`src/rtl/clint_pkg.sv`:
```
// Shared constants, state/request types and mstatus helpers for the clint trap sequencer.
package clint_pkg;

    localparam logic [31:0] INST_ECALL  = 32'h0000_0073;
    localparam logic [31:0] INST_EBREAK = 32'h0010_0073;
    localparam logic [31:0] INST_MRET   = 32'h3020_0073;

    localparam logic [11:0] CSR_MSTATUS = 12'h300;
    localparam logic [11:0] CSR_MEPC    = 12'h341;
    localparam logic [11:0] CSR_MCAUSE  = 12'h342;

    localparam logic [31:0] CAUSE_EBREAK = 32'd3;
    localparam logic [31:0] CAUSE_ECALL  = 32'd11;
    localparam logic [31:0] CAUSE_TIMER  = 32'h8000_0007;
    localparam logic [31:0] CAUSE_EXT    = 32'h8000_000B;

    localparam int MIE_BIT  = 3;
    localparam int MPIE_BIT = 7;

    typedef enum logic [2:0] {
        S_IDLE,
        S_MEPC,
        S_MCAUSE,
        S_MSTATUS,
        S_MRET
    } state_t;

    typedef enum logic [1:0] {
        REQ_NONE,
        REQ_SYNC,
        REQ_MRET,
        REQ_ASYNC
    } req_t;

    // Trap entry: stash MIE into MPIE and mask further interrupts.
    function automatic logic [31:0] mstatus_trap(input logic [31:0] m);
        logic [31:0] r;
        r           = m;
        r[MPIE_BIT] = m[MIE_BIT];
        r[MIE_BIT]  = 1'b0;
        return r;
    endfunction

    function automatic logic [31:0] mstatus_mret(input logic [31:0] m);
        logic [31:0] r;
        r           = m;
        r[MIE_BIT]  = m[MPIE_BIT];
        r[MPIE_BIT] = 1'b1;
        return r;
    endfunction

endpackage

```
`src/rtl/clint_if.sv`:
```
// CSR write port, PC redirect and stall request driven by clint toward the core.
interface clint_if;
    logic        hold_flag_o;
    logic        we_o;
    logic [11:0] waddr_o;
    logic [31:0] data_o;
    logic        int_assert_o;
    logic [31:0] int_addr_o;

    modport master (
        output hold_flag_o,
        output we_o,
        output waddr_o,
        output data_o,
        output int_assert_o,
        output int_addr_o
    );

    modport slave (
        input hold_flag_o,
        input we_o,
        input waddr_o,
        input data_o,
        input int_assert_o,
        input int_addr_o
    );
endinterface

```
`src/rtl/clint.sv`:
```
// Core-local trap/interrupt sequencer: stalls, writes mepc/mcause/mstatus, then redirects the PC.
// Optional CLINT_VECTORED_EN selects vectored targets for async causes when mtvec mode is 1.
module clint
    import clint_pkg::*;
#(
    parameter int INT_W = 8
) (
    input  logic             clk,
    input  logic             rstn,
    input  logic [INT_W-1:0] int_flag_i,
    input  logic [31:0]      inst_i,
    input  logic [31:0]      inst_addr_i,
    input  logic             jump_flag_i,
    input  logic [31:0]      jump_addr_i,
    input  logic             div_started_i,
    input  logic [31:0]      csr_mtvec_i,
    input  logic [31:0]      csr_mepc_i,
    input  logic [31:0]      csr_mstatus_i,
    clint_if.master          bus
);

    state_t      state_reg;
    req_t        req;
    logic [31:0] cause_reg;
    logic [31:0] cause_next;
    logic [31:0] ret_pc_next;
    logic [31:0] trap_target;
    logic [31:0] mtvec_base;

    logic        we_reg;
    logic [11:0] waddr_reg;
    logic [31:0] data_reg;
    logic        int_assert_reg;
    logic [31:0] int_addr_reg;

    // Requests are only recognised while idle; anything arriving mid-sequence is dropped.
    always_comb begin
        req = REQ_NONE;
        if (state_reg == S_IDLE) begin
            if (inst_i == INST_ECALL || inst_i == INST_EBREAK) begin
                req = REQ_SYNC;
            end else if (inst_i == INST_MRET) begin
                req = REQ_MRET;
            end else if ((|int_flag_i) && csr_mstatus_i[MIE_BIT] && !div_started_i) begin
                req = REQ_ASYNC;
            end
        end
    end

    always_comb begin
        cause_next = '0;
        if (req == REQ_SYNC) begin
            cause_next = (inst_i == INST_ECALL) ? CAUSE_ECALL : CAUSE_EBREAK;
        end else if (req == REQ_ASYNC) begin
            cause_next = int_flag_i[0] ? CAUSE_TIMER : CAUSE_EXT;
        end
    end

    // An interrupt taken alongside a taken jump must resume at the jump target.
    assign ret_pc_next = (req == REQ_ASYNC && jump_flag_i) ? jump_addr_i : inst_addr_i;

    assign mtvec_base = csr_mtvec_i & ~32'h3;

    always_comb begin
        trap_target = mtvec_base;
`ifdef CLINT_VECTORED_EN
        if (csr_mtvec_i[1:0] == 2'b01 && cause_reg[31]) begin
            trap_target = mtvec_base + {25'd0, cause_reg[4:0], 2'b00};
        end
`endif
    end

    always_ff @(posedge clk) begin
        if (!rstn) begin
            state_reg      <= S_IDLE;
            cause_reg      <= '0;
            we_reg         <= 1'b0;
            waddr_reg      <= '0;
            data_reg       <= '0;
            int_assert_reg <= 1'b0;
            int_addr_reg   <= '0;
        end else begin
            case (state_reg)
                S_IDLE: begin
                    we_reg         <= 1'b0;
                    int_assert_reg <= 1'b0;
                    case (req)
                        REQ_SYNC, REQ_ASYNC: begin
                            state_reg <= S_MEPC;
                            cause_reg <= cause_next;
                            we_reg    <= 1'b1;
                            waddr_reg <= CSR_MEPC;
                            data_reg  <= ret_pc_next;
                        end
                        REQ_MRET: begin
                            state_reg <= S_MRET;
                            we_reg    <= 1'b1;
                            waddr_reg <= CSR_MSTATUS;
                            data_reg  <= mstatus_mret(csr_mstatus_i);
                        end
                        default: ;
                    endcase
                end
                S_MEPC: begin
                    state_reg <= S_MCAUSE;
                    we_reg    <= 1'b1;
                    waddr_reg <= CSR_MCAUSE;
                    data_reg  <= cause_reg;
                end
                S_MCAUSE: begin
                    state_reg <= S_MSTATUS;
                    we_reg    <= 1'b1;
                    waddr_reg <= CSR_MSTATUS;
                    data_reg  <= mstatus_trap(csr_mstatus_i);
                end
                S_MSTATUS: begin
                    state_reg      <= S_IDLE;
                    we_reg         <= 1'b0;
                    int_assert_reg <= 1'b1;
                    int_addr_reg   <= trap_target;
                end
                S_MRET: begin
                    state_reg      <= S_IDLE;
                    we_reg         <= 1'b0;
                    int_assert_reg <= 1'b1;
                    int_addr_reg   <= csr_mepc_i;
                end
                default: begin
                    state_reg      <= S_IDLE;
                    we_reg         <= 1'b0;
                    int_assert_reg <= 1'b0;
                end
            endcase
        end
    end

    assign bus.hold_flag_o  = (state_reg != S_IDLE) || (req != REQ_NONE);
    assign bus.we_o         = we_reg;
    assign bus.waddr_o      = waddr_reg;
    assign bus.data_o       = data_reg;
    assign bus.int_assert_o = int_assert_reg;
    assign bus.int_addr_o   = int_addr_reg;

endmodule

```
`src/flat_wrapper.sv`:
```
// flat-port wrapper written by rule: the top's interface ports become plain ports
module clint_flat import clint_pkg::*;
#(
    parameter int INT_W = 8
)
  (clk, rstn, int_flag_i, inst_i, inst_addr_i, jump_flag_i, jump_addr_i, div_started_i, csr_mtvec_i, csr_mepc_i, csr_mstatus_i, bus_hold_flag_o, bus_we_o, bus_waddr_o, bus_data_o, bus_int_assert_o, bus_int_addr_o);
  clint_if bus_i ();
  input  logic clk;
  input  logic rstn;
  input  logic [INT_W-1:0] int_flag_i;
  input  logic [31:0] inst_i;
  input  logic [31:0] inst_addr_i;
  input  logic jump_flag_i;
  input  logic [31:0] jump_addr_i;
  input  logic div_started_i;
  input  logic [31:0] csr_mtvec_i;
  input  logic [31:0] csr_mepc_i;
  input  logic [31:0] csr_mstatus_i;
  output wire logic [$bits(bus_i.hold_flag_o)-1:0] bus_hold_flag_o;
  output wire logic [$bits(bus_i.we_o)-1:0] bus_we_o;
  output wire logic [$bits(bus_i.waddr_o)-1:0] bus_waddr_o;
  output wire logic [$bits(bus_i.data_o)-1:0] bus_data_o;
  output wire logic [$bits(bus_i.int_assert_o)-1:0] bus_int_assert_o;
  output wire logic [$bits(bus_i.int_addr_o)-1:0] bus_int_addr_o;
  assign bus_hold_flag_o = bus_i.hold_flag_o;
  assign bus_we_o = bus_i.we_o;
  assign bus_waddr_o = bus_i.waddr_o;
  assign bus_data_o = bus_i.data_o;
  assign bus_int_assert_o = bus_i.int_assert_o;
  assign bus_int_addr_o = bus_i.int_addr_o;
  clint #(.INT_W(INT_W)) u_core (.clk(clk), .rstn(rstn), .int_flag_i(int_flag_i), .inst_i(inst_i), .inst_addr_i(inst_addr_i), .jump_flag_i(jump_flag_i), .jump_addr_i(jump_addr_i), .div_started_i(div_started_i), .csr_mtvec_i(csr_mtvec_i), .csr_mepc_i(csr_mepc_i), .csr_mstatus_i(csr_mstatus_i), .bus(bus_i));
endmodule
```
`config.mk`:
```
export PLATFORM = sky130hd
export DESIGN_NAME = clint_flat
export DESIGN_NICKNAME = d
export VERILOG_FILES = /design/src/rtl/clint_pkg.sv /design/src/rtl/clint_if.sv /design/src/rtl/clint.sv /design/src/flat_wrapper.sv
export SDC_FILE = /design/constraint.sdc
export NUM_CORES = 1
export LEC_CHECK = 0
export CORE_MARGIN = 2
export CORE_UTILIZATION = 36
export CTS_CLUSTER_SIZE = 28
export DETAILED_ROUTE_END_ITERATION = 6
export PLACE_DENSITY = 0.82
export SETUP_SLACK_MARGIN = 0.1
export SYNTH_ARGS = -nofsm -noshare
export SYNTH_HDL_FRONTEND = slang
export SYNTH_SLANG_ARGS = --single-unit
```
`constraint.sdc`:
```
create_clock -name clk -period 3.4 [get_ports clk]
set_clock_uncertainty 0.1 [all_clocks]
set_input_delay 1.02 -clock clk [delete_from_list [all_inputs] [get_ports clk]]
set_output_delay 1.02 -clock clk [all_outputs]
set_load 0.01 [all_outputs]
```
Word-level counts from Yosys, hierarchy flattened
Cells that the tools add are included.

storage, ports and cells
  flip-flop bits (word level) = 113
  logic and storage cells = 55

operators by class
  reduce and logical (&&, ||, !) cells = 18
  equality and inequality tests = 11
  muxes and demuxes = 19

operator list
  cell                                                               number
  32-bit case mux with 2 select lines                                2
  32-bit 2-to-1 mux                                                  3
  32-bit case mux with 3 select lines                                1
  12-bit case mux with 3 select lines                                1
  32-bit by 21-bit == test with 1-bit output, second input constant  1
  32-bit by 30-bit == test with 1-bit output, second input constant  1
  32-bit by 7-bit == test with 1-bit output, second input constant   1
  12-bit case mux with 2 select lines                                1
  3-bit case mux with 3 select lines                                 1
  2-bit 2-to-1 mux                                                   4
  4-bit 2-to-1 mux                                                   2
  8-bit OR reduction                                                 1
  3-bit by 2-bit == test with 1-bit output, second input constant    2
  3-bit case mux with 2 select lines                                 1
  3-bit nonzero test                                                 2
  2-bit OR reduction                                                 3
  2-bit == test, second input constant                               2
  1-bit case mux with 2 select lines                                 2
  2-bit AND reduction                                                2
  2-bit nonzero test                                                 2
  3-bit by 1-bit == test with 1-bit output, second input constant    1
  3-bit == test, second input constant                               1
  1-bit logical AND                                                  3
  3-bit logical NOT                                                  1
  other kinds (6)                                                    7

Longest topological paths before layout
Gate-level depths: netlist of the first run.

  depth in word-level cells = 12
  depth in mapped cells = 9
  gate-level depth less buffers = 5

Worst setup path after synthesis of the first run
Ideal clock, no wire load.

  path kind = input-to-output
  from = input port inst_i[9]
  to = output port bus_hold_flag_o
  data required time = 2280 ps
  buffers on the path = 1
  stages on the path = 4
  data arrival time = 2043 ps
  path slack = 237 ps
  path through = nor4_1 -> nand4_1 -> buf_2 -> o21ai_0

between the ends
  cells in the longest elaborated chain, start to end = 6
  elaborated cells between the ends (all ways) = 9
  classes of those cells = eq/ne (3); mux (3); reduce/logical (3)

ends and longest elaborated chain
  item                                                                      RTL line                  text
  start, declared                                                           flat_wrapper.sv:11        input logic [31:0] inst_i;
  32-bit by 30-bit == test with 1-bit output, or another cell as far along  clint.sv:42               end else if (inst_i == INST_MRET) begin
  2-bit 2-to-1 mux / 1-bit logical OR (equally long branches)               clint.sv:42, clint.sv:40
  2-bit 2-to-1 mux *                                                        clint.sv:40               if (inst_i == INST_ECALL || inst_i == INST_EBREAK) begin
  2-bit 2-to-1 mux *                                                        clint.sv:39               if (state_reg == S_IDLE) begin
  2-bit nonzero test *                                                      clint.sv:137              assign bus.hold_flag_o = (state_reg != S_IDLE) || (req != REQ_NONE);
  1-bit logical OR *                                                        clint.sv:137
  end, declared                                                             flat_wrapper.sv:19        output wire logic [$bits(bus_i.hold_flag_o)-1:0] bus_hold_flag_o;

Every way passes the cells marked *; elsewhere a longest branch is shown, timed or not.

Worst setup path after layout of the first run
  from = input port inst_i[20]
  to = output port bus_hold_flag_o

The elaborated chain is that of the path after synthesis.

==> impl_metrics.yaml, run 1 <==
run_status:
  status: "finished clean"
synthesis:
  yosys.area.top_type: "dfxtp_1"
  post-synth-top-count-cell: "dfxtp_1"
  synth_top_family_by_area: "compound AO/OA/AOI/OAI gates"
  netlist_top_cells_count: "dfxtp_1 (77), nor2_1 (66), nand2_1 (63)"
  yosys_register_bits: 77
  synth_mux_area_frac: 0.07741
  synth-adder-area-share: 0
  syn_area_per_cell_um2: 8.841
  yosys_warnings: 0
  syn-cell-area_um2: 4138
  synth_area_leaders: "dfxtp_1 (37%), mux2i_1 (7.7%), o32ai_2 (6.3%)"
  synth_xor_area_frac: 0.002117
  yosys.area.top_type_share: 0.3725
  postSynthCellCount: 468
  synth_edf_count: 0
  ys_types: 51
  postSynth.asyncResetShare: 0
  synthFlopType: "dfxtp_1"
  synth_compound_area_frac: 0.2906
  synth-simple-area-share: 0.1848
  ys_seq_area_frac: 0.3725
hold_path:
  holdPathStages: 2
  min_path_type: "reg2reg"
critical_path:
  startpoint_type: "input port"
  r2r_slack_ps: 1030
  path_buf_inv: 2
  reg2reg_depth: 7
  crit_slowest_cell: "and4b_1"
  endpoint_kind: "primary output"
  critPathKind: "in2out"
  cp_cell_sequence: "dlygate4sd2_1 > and4b_1 > o2111ai_4 > o21ai_2 > buf_2"
  cp.depth: 5
  cp.required_ps: 2280
  crit_family: "buffers and inverters"
  critical-path-max-stage-delay_ps: 330
  worstPathArrival_ps: 2120
  cp_max_fo: 2
timing:
  setup_violations: 0
  max_slew_margin: 0.2637
  tns_ps: 0
  drv_slew: 0
  fin_crit_ps: 3243
  min_period_over_period: 0.9538
  rsz0062_at_grt: "false"
  hold_viol: 0
  max_freq_mhz: 308.4
  worst_pin_slew_ps: 1102
  fin_hold_ws_ps: 352.6
drt:
  num_vias: 4722
  antenna_left: 0
  dr.first_iter.drc_count: 392
  wire_per_inst_um: 16.86
  routed_wl_um: 14980
  viasPerCell: 5.318
  dr.pass1.iters: 4
  post-route-drc-count: 0
clocking:
  clkLatencyLatePin_ps: 330
  cts_max_level: 3
  clockRootBuffer: "clkbuf_16"
  clockBufferDepth: 2
  cts_tree: "yes"
  clock-sinks: 77
  numCtsBuffers: 9
  holdBufCountCts: 0
  clk_pin_slew_ps: 50
global_routing:
  grt.total_usage: 0.2357
  use_met2: 0.4016
  grt_start_max_net_pins: 57
  grt_pass1_vias: 4878
  overflow: 0
  grt_use_met3: 0.07436
  met1_usage: 0.2787
  grt_pass1_wl_um: 24010
  antenna_found_initial: 0
  busiest_layer: "met2"
pwr:
  p_per_area_nw_per_um2: 465.1
  fin_total_pwr_mw: 3.430
  leakage_nw: 2.883
  clock_power_share: 0.273
  ir_drop_mv: 0.2887
  p_switching_mw: 1.088
  p_comb_frac: 0.391
  switching_share: 0.3172
  intPower_mw: 2.342
  power_frac_seq: 0.337
die:
  core_um2: 11320
  die-area_um2: 12370
  pin_count: 283
  die_h_um: 111.2
  start_util: 0.3655
  num_rows: 39
  fp.dieW_um: 111.2
place:
  io_buffer_count: 273
  routabilityCongestion: 0.9615
  dpl.hpwl_um: 11390
cells_and_area:
  area_delta_synth_final_pct: 78.23
  fin_nets: 945
  drive_gt1_frac: 0.1168
  n_antenna_cell: 0
run:
  drv_cap: 0
[cell type report]
class	count	area, um2
clock buffers	9	225.2
clock inverters	6	63.81
fillers	934	3946
inverters	2	7.507
multi-input cells	346	2372
flip-flops and latches	77	1541
well taps	143	178.9
repair buffers	305	2985
[metal layers]
layer | up-vias | part of all wire
li1 | 2265 | -
met1 | 2200 | 0.41
met2 | 229 | 0.49
met3 | 28 | 0.084
met4 | 0 | 0.024
met5 | - | 0
[placed cells by master, fill, tap and decap left out, types with 3 or more instances in the layout]
master / n
a21oi_1: 31
a222oi_1: 3
a22oi_1: 10
a311oi_1: 28
buf_12: 4
buf_4: 28
clkbuf_16: 9
clkdlybuf4s15_1: 7
clkdlybuf4s50_1: 233
conb_1: 7
dfxtp_1: 77
dlygate4sd2_1: 26
dlymetal6s2s_1: 4
mux2i_1: 32
nand2_1: 63
nand3_1: 6
nor2_1: 65
nor4_4: 5
o21ai_0: 23
o21ai_1: 3
o22ai_1: 10
o32ai_1: 5
o32ai_2: 16
or3_1: 3
[path summary, 6_finish.rpt]
check / from / endpoint
hold / removal: u_core.bus.int_addr_o[30]$_SDFFE_PN0P_ / u_core.bus.int_addr_o[30]$_SDFFE_PN0P_
setup reg to reg: u_core.state_reg[2]$_SDFFE_PN0P_ / u_core.bus.data_o[22]$_SDFFE_PN0P_
setup / recovery: inst_i[20] / bus_hold_flag_o
hold reg to reg: u_core.bus.int_addr_o[30]$_SDFFE_PN0P_ / u_core.bus.int_addr_o[30]$_SDFFE_PN0P_
[logic make-up after synthesis]
kind of cell	after synthesis
other cells	1
buf+inv	51
mux	32
xor+xnor	1
flops	77
simple gates	162
compound gates	144
[per-stage QoR]
step	setup slack, ps	instances	utilization	instance area, um2
finish	157.0	888	0.6514	7375
CTS	102.4	888	0.6489	7346
floorplan	236.5	474	-	4160
global placement	-591.3	868	0.6225	7047
detailed placement	-649.9	868	0.6225	7047
global route	103.3	888	0.6514	7375
[power groups by stage]
stage	registers [mW]	clock network, mW	logic [mW]
2_1_floorplan	1.22	0	0.631
5_1_grt	1.17	0.996	1.44
3_5_place_dp	1.17	0	1.35
4_1_cts	1.15	0.957	1.34
6_report	1.16	0.935	1.34
3_3_place_gp	1.16	0	1.31
[worst reg2reg max path, stage by stage, from the launching register on]
cell and delay (ps):
dfxtp_1 380, or3_1 430, buf_4 210, a211oi_4 330, o211ai_4 150, buf_12 190, mux2i_1 350, o32ai_2 120
[repair_timing]
item / 4_1_cts / 5_1_grt
resized for setup: 44 / 17
setup buffers: 5 / 0
pin swaps: 15 / 10
endpoints found under the setup margin: 1 / 1
Note: power is estimated with default switching activity, not from simulation.
==> run 2: changes to the inputs <==
--- a/config.mk
+++ b/config.mk
@@ -6,10 +6,10 @@
 export NUM_CORES = 1
 export LEC_CHECK = 0
 export CORE_MARGIN = 2
-export CORE_UTILIZATION = 36
+export CORE_UTILIZATION = 29
 export CTS_CLUSTER_SIZE = 28
 export DETAILED_ROUTE_END_ITERATION = 6
-export PLACE_DENSITY = 0.82
+export PLACE_DENSITY = 0.68
 export SETUP_SLACK_MARGIN = 0.1
 export SYNTH_ARGS = -nofsm -noshare
 export SYNTH_HDL_FRONTEND = slang
==> run 2 against run 1 <==
Effect of this change: routed wire length hardly changed; worst hold slack gained 8.0 ps; maximum frequency shrank 0.44%; sequential share of layout area fell by 0.21 points; global-route usage shrank 4.8 points; cell count is 4.5% higher; non-clock buffer count up 2; combinational power barely moved; setup slack got worse by 14 ps.
==> impl_metrics.yaml, run 2 (same netlist as run 1, synthesis figures left out) <==
timing:
  min_period_over_period: 0.9580
  fin_crit_ps: 3257
  max_slew_margin: 0.3621
  setup_violations: 0
  tns_ps: 0
  rsz0062_at_grt: "false"
  fin_ws_ps: 142.7
  max_freq_mhz: 307.0
  worst_pin_slew_ps: 955.4
  hold_viol: 0
  drv_slew: 0
die:
  die-area_um2: 15240
  die_h_um: 123.5
  pin_count: 283
  start_util: 0.2969
  num_rows: 43
  fp.dieW_um: 123.5
  core_um2: 13930
pwr:
  leakage_nw: 2.917
  ir_drop_mv: 0.2226
  p_per_area_nw_per_um2: 467.1
  intPower_mw: 2.414
  p_comb_frac: 0.383
  p_switching_mw: 1.065
  clock_power_share: 0.286
  power_frac_seq: 0.331
  switching_share: 0.3062
critical_path:
  worstPathArrival_ps: 2140
  cp.required_ps: 2280
  endpoint_kind: "primary output"
  critical-path-max-stage-delay_ps: 350
  crit_slowest_cell: "nor4_4"
  startpoint: "inst_i[26]"
  cp_max_fo: 2
  r2r-end: "u_core.bus.data_o[30]$_SDFFE_PN0P_"
  reg2reg_depth: 7
  rr_startpoint: "u_core.state_reg[2]$_SDFFE_PN0P_"
  r2r_slack_ps: 1030
  cp_cell_sequence: "dlygate4sd2_1 > nor4_4 > o2111ai_4 > o21ai_2 > buf_2"
  startpoint_type: "input port"
  critPathKind: "in2out"
global_routing:
  grt.total_usage: 0.1876
  antenna_found_initial: 0
  grt_use_met3: 0.05766
  grt_start_max_net_pins: 57
  busiest_layer: "met2"
  use_met2: 0.3345
  overflow: 0
  met1_usage: 0.2105
  grt_pass1_wl_um: 22330
  grt_pass1_vias: 4537
clocking:
  clock-sinks: 77
  holdBufCountCts: 0
  numCtsBuffers: 9
  cts_max_level: 3
  clockBufferDepth: 2
  cts_tree: "yes"
  clk_pin_slew_ps: 60
  clockRootBuffer: "clkbuf_16"
  clkLatencyLatePin_ps: 330
cells_and_area:
  most-common-layout-cells: "clkdlybuf4s50_1 (235), dfxtp_1 (77), nor2_1 (65)"
  drive_gt1_frac: 0.1163
  nFillCells: 1247
  mostFrequentLayoutCell: "clkdlybuf4s50_1"
  n_antenna_cell: 0
  stdcell_area_um2: 7448
  area_delta_synth_final_pct: 80.01
  fin_nets: 947
drt:
  post-route-drc-count: 0
  routed_wl_um: 14970
  antenna_left: 0
  num_vias: 4686
  wire_per_inst_um: 16.13
  dr.first_iter.drc_count: 190
  viasPerCell: 5.050
  dr.pass1.iters: 4
hold_path:
  whs_endpoint: "u_core.bus.int_addr_o[29]$_SDFFE_PN0P_"
  holdPathStages: 2
  hp-start: "u_core.bus.int_addr_o[29]$_SDFFE_PN0P_"
  min_path_type: "reg2reg"
run:
  drv_cap: 0
place:
  placed_area_um2: 7103
  io_buffer_count: 273
  routabilityCongestion: 0.7920
  dpl.hpwl_um: 11350
  dpl_worst_slack_ps: -643.0
run_status:
  status: "finished clean"
## run 2: cell types whose count changed in the layout (fill, tap and decap cells not counted), moves of 2 or more
cell             delta
buf_4               +3
clkbuf_2            -2
clkbuf_8            +3
clkdlybuf4s15_1     -3
clkdlybuf4s50_1     +2
dlymetal6s2s_1      +2
## run 2: critical path, delay by kind of cell
family / cells / cell delay, ps
AO/OA/AOI/OAI: 2 / 360
AND/OR/NAND/NOR: 1 / 350
buffers and inverters: 2 / 410
## run 2: layout make-up
| type | count | area (um2) | area share |
|---|---|---|---|
| Timing Repair Buffer | 307 | 3002 | 0.4030 |
| Multi-Input combinational cell | 346 | 2360 | 0.3168 |
| Sequential cell | 77 | 1541 | 0.2070 |
| Clock buffer | 13 | 270.3 | 0.03628 |
| Tap cell | 180 | 225.2 | 0.03024 |
| Clock inverter | 3 | 42.54 | 0.005711 |
| Inverter | 2 | 7.507 | 0.001008 |
## run 2: worst max-delay path by stage
stage | endpoint | slack [ps] | cells past startpoint
after floorplan | bus_hold_flag_o | 240 | 4
after global placement | bus_hold_flag_o | -630 | 5
after detailed placement | bus_hold_flag_o | -640 | 5
after CTS | bus_hold_flag_o | 100 | 5
after global routing | bus_hold_flag_o | 90 | 6
final | bus_hold_flag_o | 140 | 5
## run 2: what timing repair did
action,4_1_cts,5_1_grt
buffers inserted,3,1
setup endpoints to repair,1,1
resized for setup,39,12
pin swaps,15,10
## run 2: routing by layer
layer | up-vias | share of wire | routed length, um
met4 | 0 | 0.016 | 242
met3 | 18 | 0.095 | 1428
met1 | 2192 | 0.39 | 5811
met2 | 196 | 0.50 | 7487
met5 | - | 0 | 0
li1 | 2280 | - | -
## run 2: per-stage QoR
stage | instances | hold slack [ps] | utilization | total power, mW
after floorplan | 474 | 347.3 | - | 1.848
after global placement | 908 | 345.9 | 0.5097 | 2.490
after detailed placement | 908 | 353.6 | 0.5097 | 2.525
after CTS | 927 | 361.0 | 0.5315 | 3.525
after global routing | 928 | 373.6 | 0.5345 | 3.673
final | 928 | 360.6 | 0.5345 | 3.479
## run 2: power by group through the flow
stage	registers, mW	clock network, mW	logic [mW]
after floorplan	1.22	0	0.631
after global routing	1.17	1.06	1.44
after global placement	1.16	0	1.33
after CTS	1.15	1.03	1.35
after detailed placement	1.17	0	1.36
final	1.15	0.994	1.33
==> run 3: changes to the inputs <==
--- a/config.mk
+++ b/config.mk
@@ -5,11 +5,12 @@
 export SDC_FILE = /design/constraint.sdc
 export NUM_CORES = 1
 export LEC_CHECK = 0
+export ABC_AREA = 0
 export CORE_MARGIN = 2
-export CORE_UTILIZATION = 29
-export CTS_CLUSTER_SIZE = 28
+export CORE_UTILIZATION = 36
+export CTS_CLUSTER_SIZE = 12
 export DETAILED_ROUTE_END_ITERATION = 6
-export PLACE_DENSITY = 0.68
+export PLACE_DENSITY = 0.82
 export SETUP_SLACK_MARGIN = 0.1
 export SYNTH_ARGS = -nofsm -noshare
 export SYNTH_HDL_FRONTEND = slang
==> results of run 3 <==
Same layout as run 1: the final DEF is identical, and so are final timing and power.
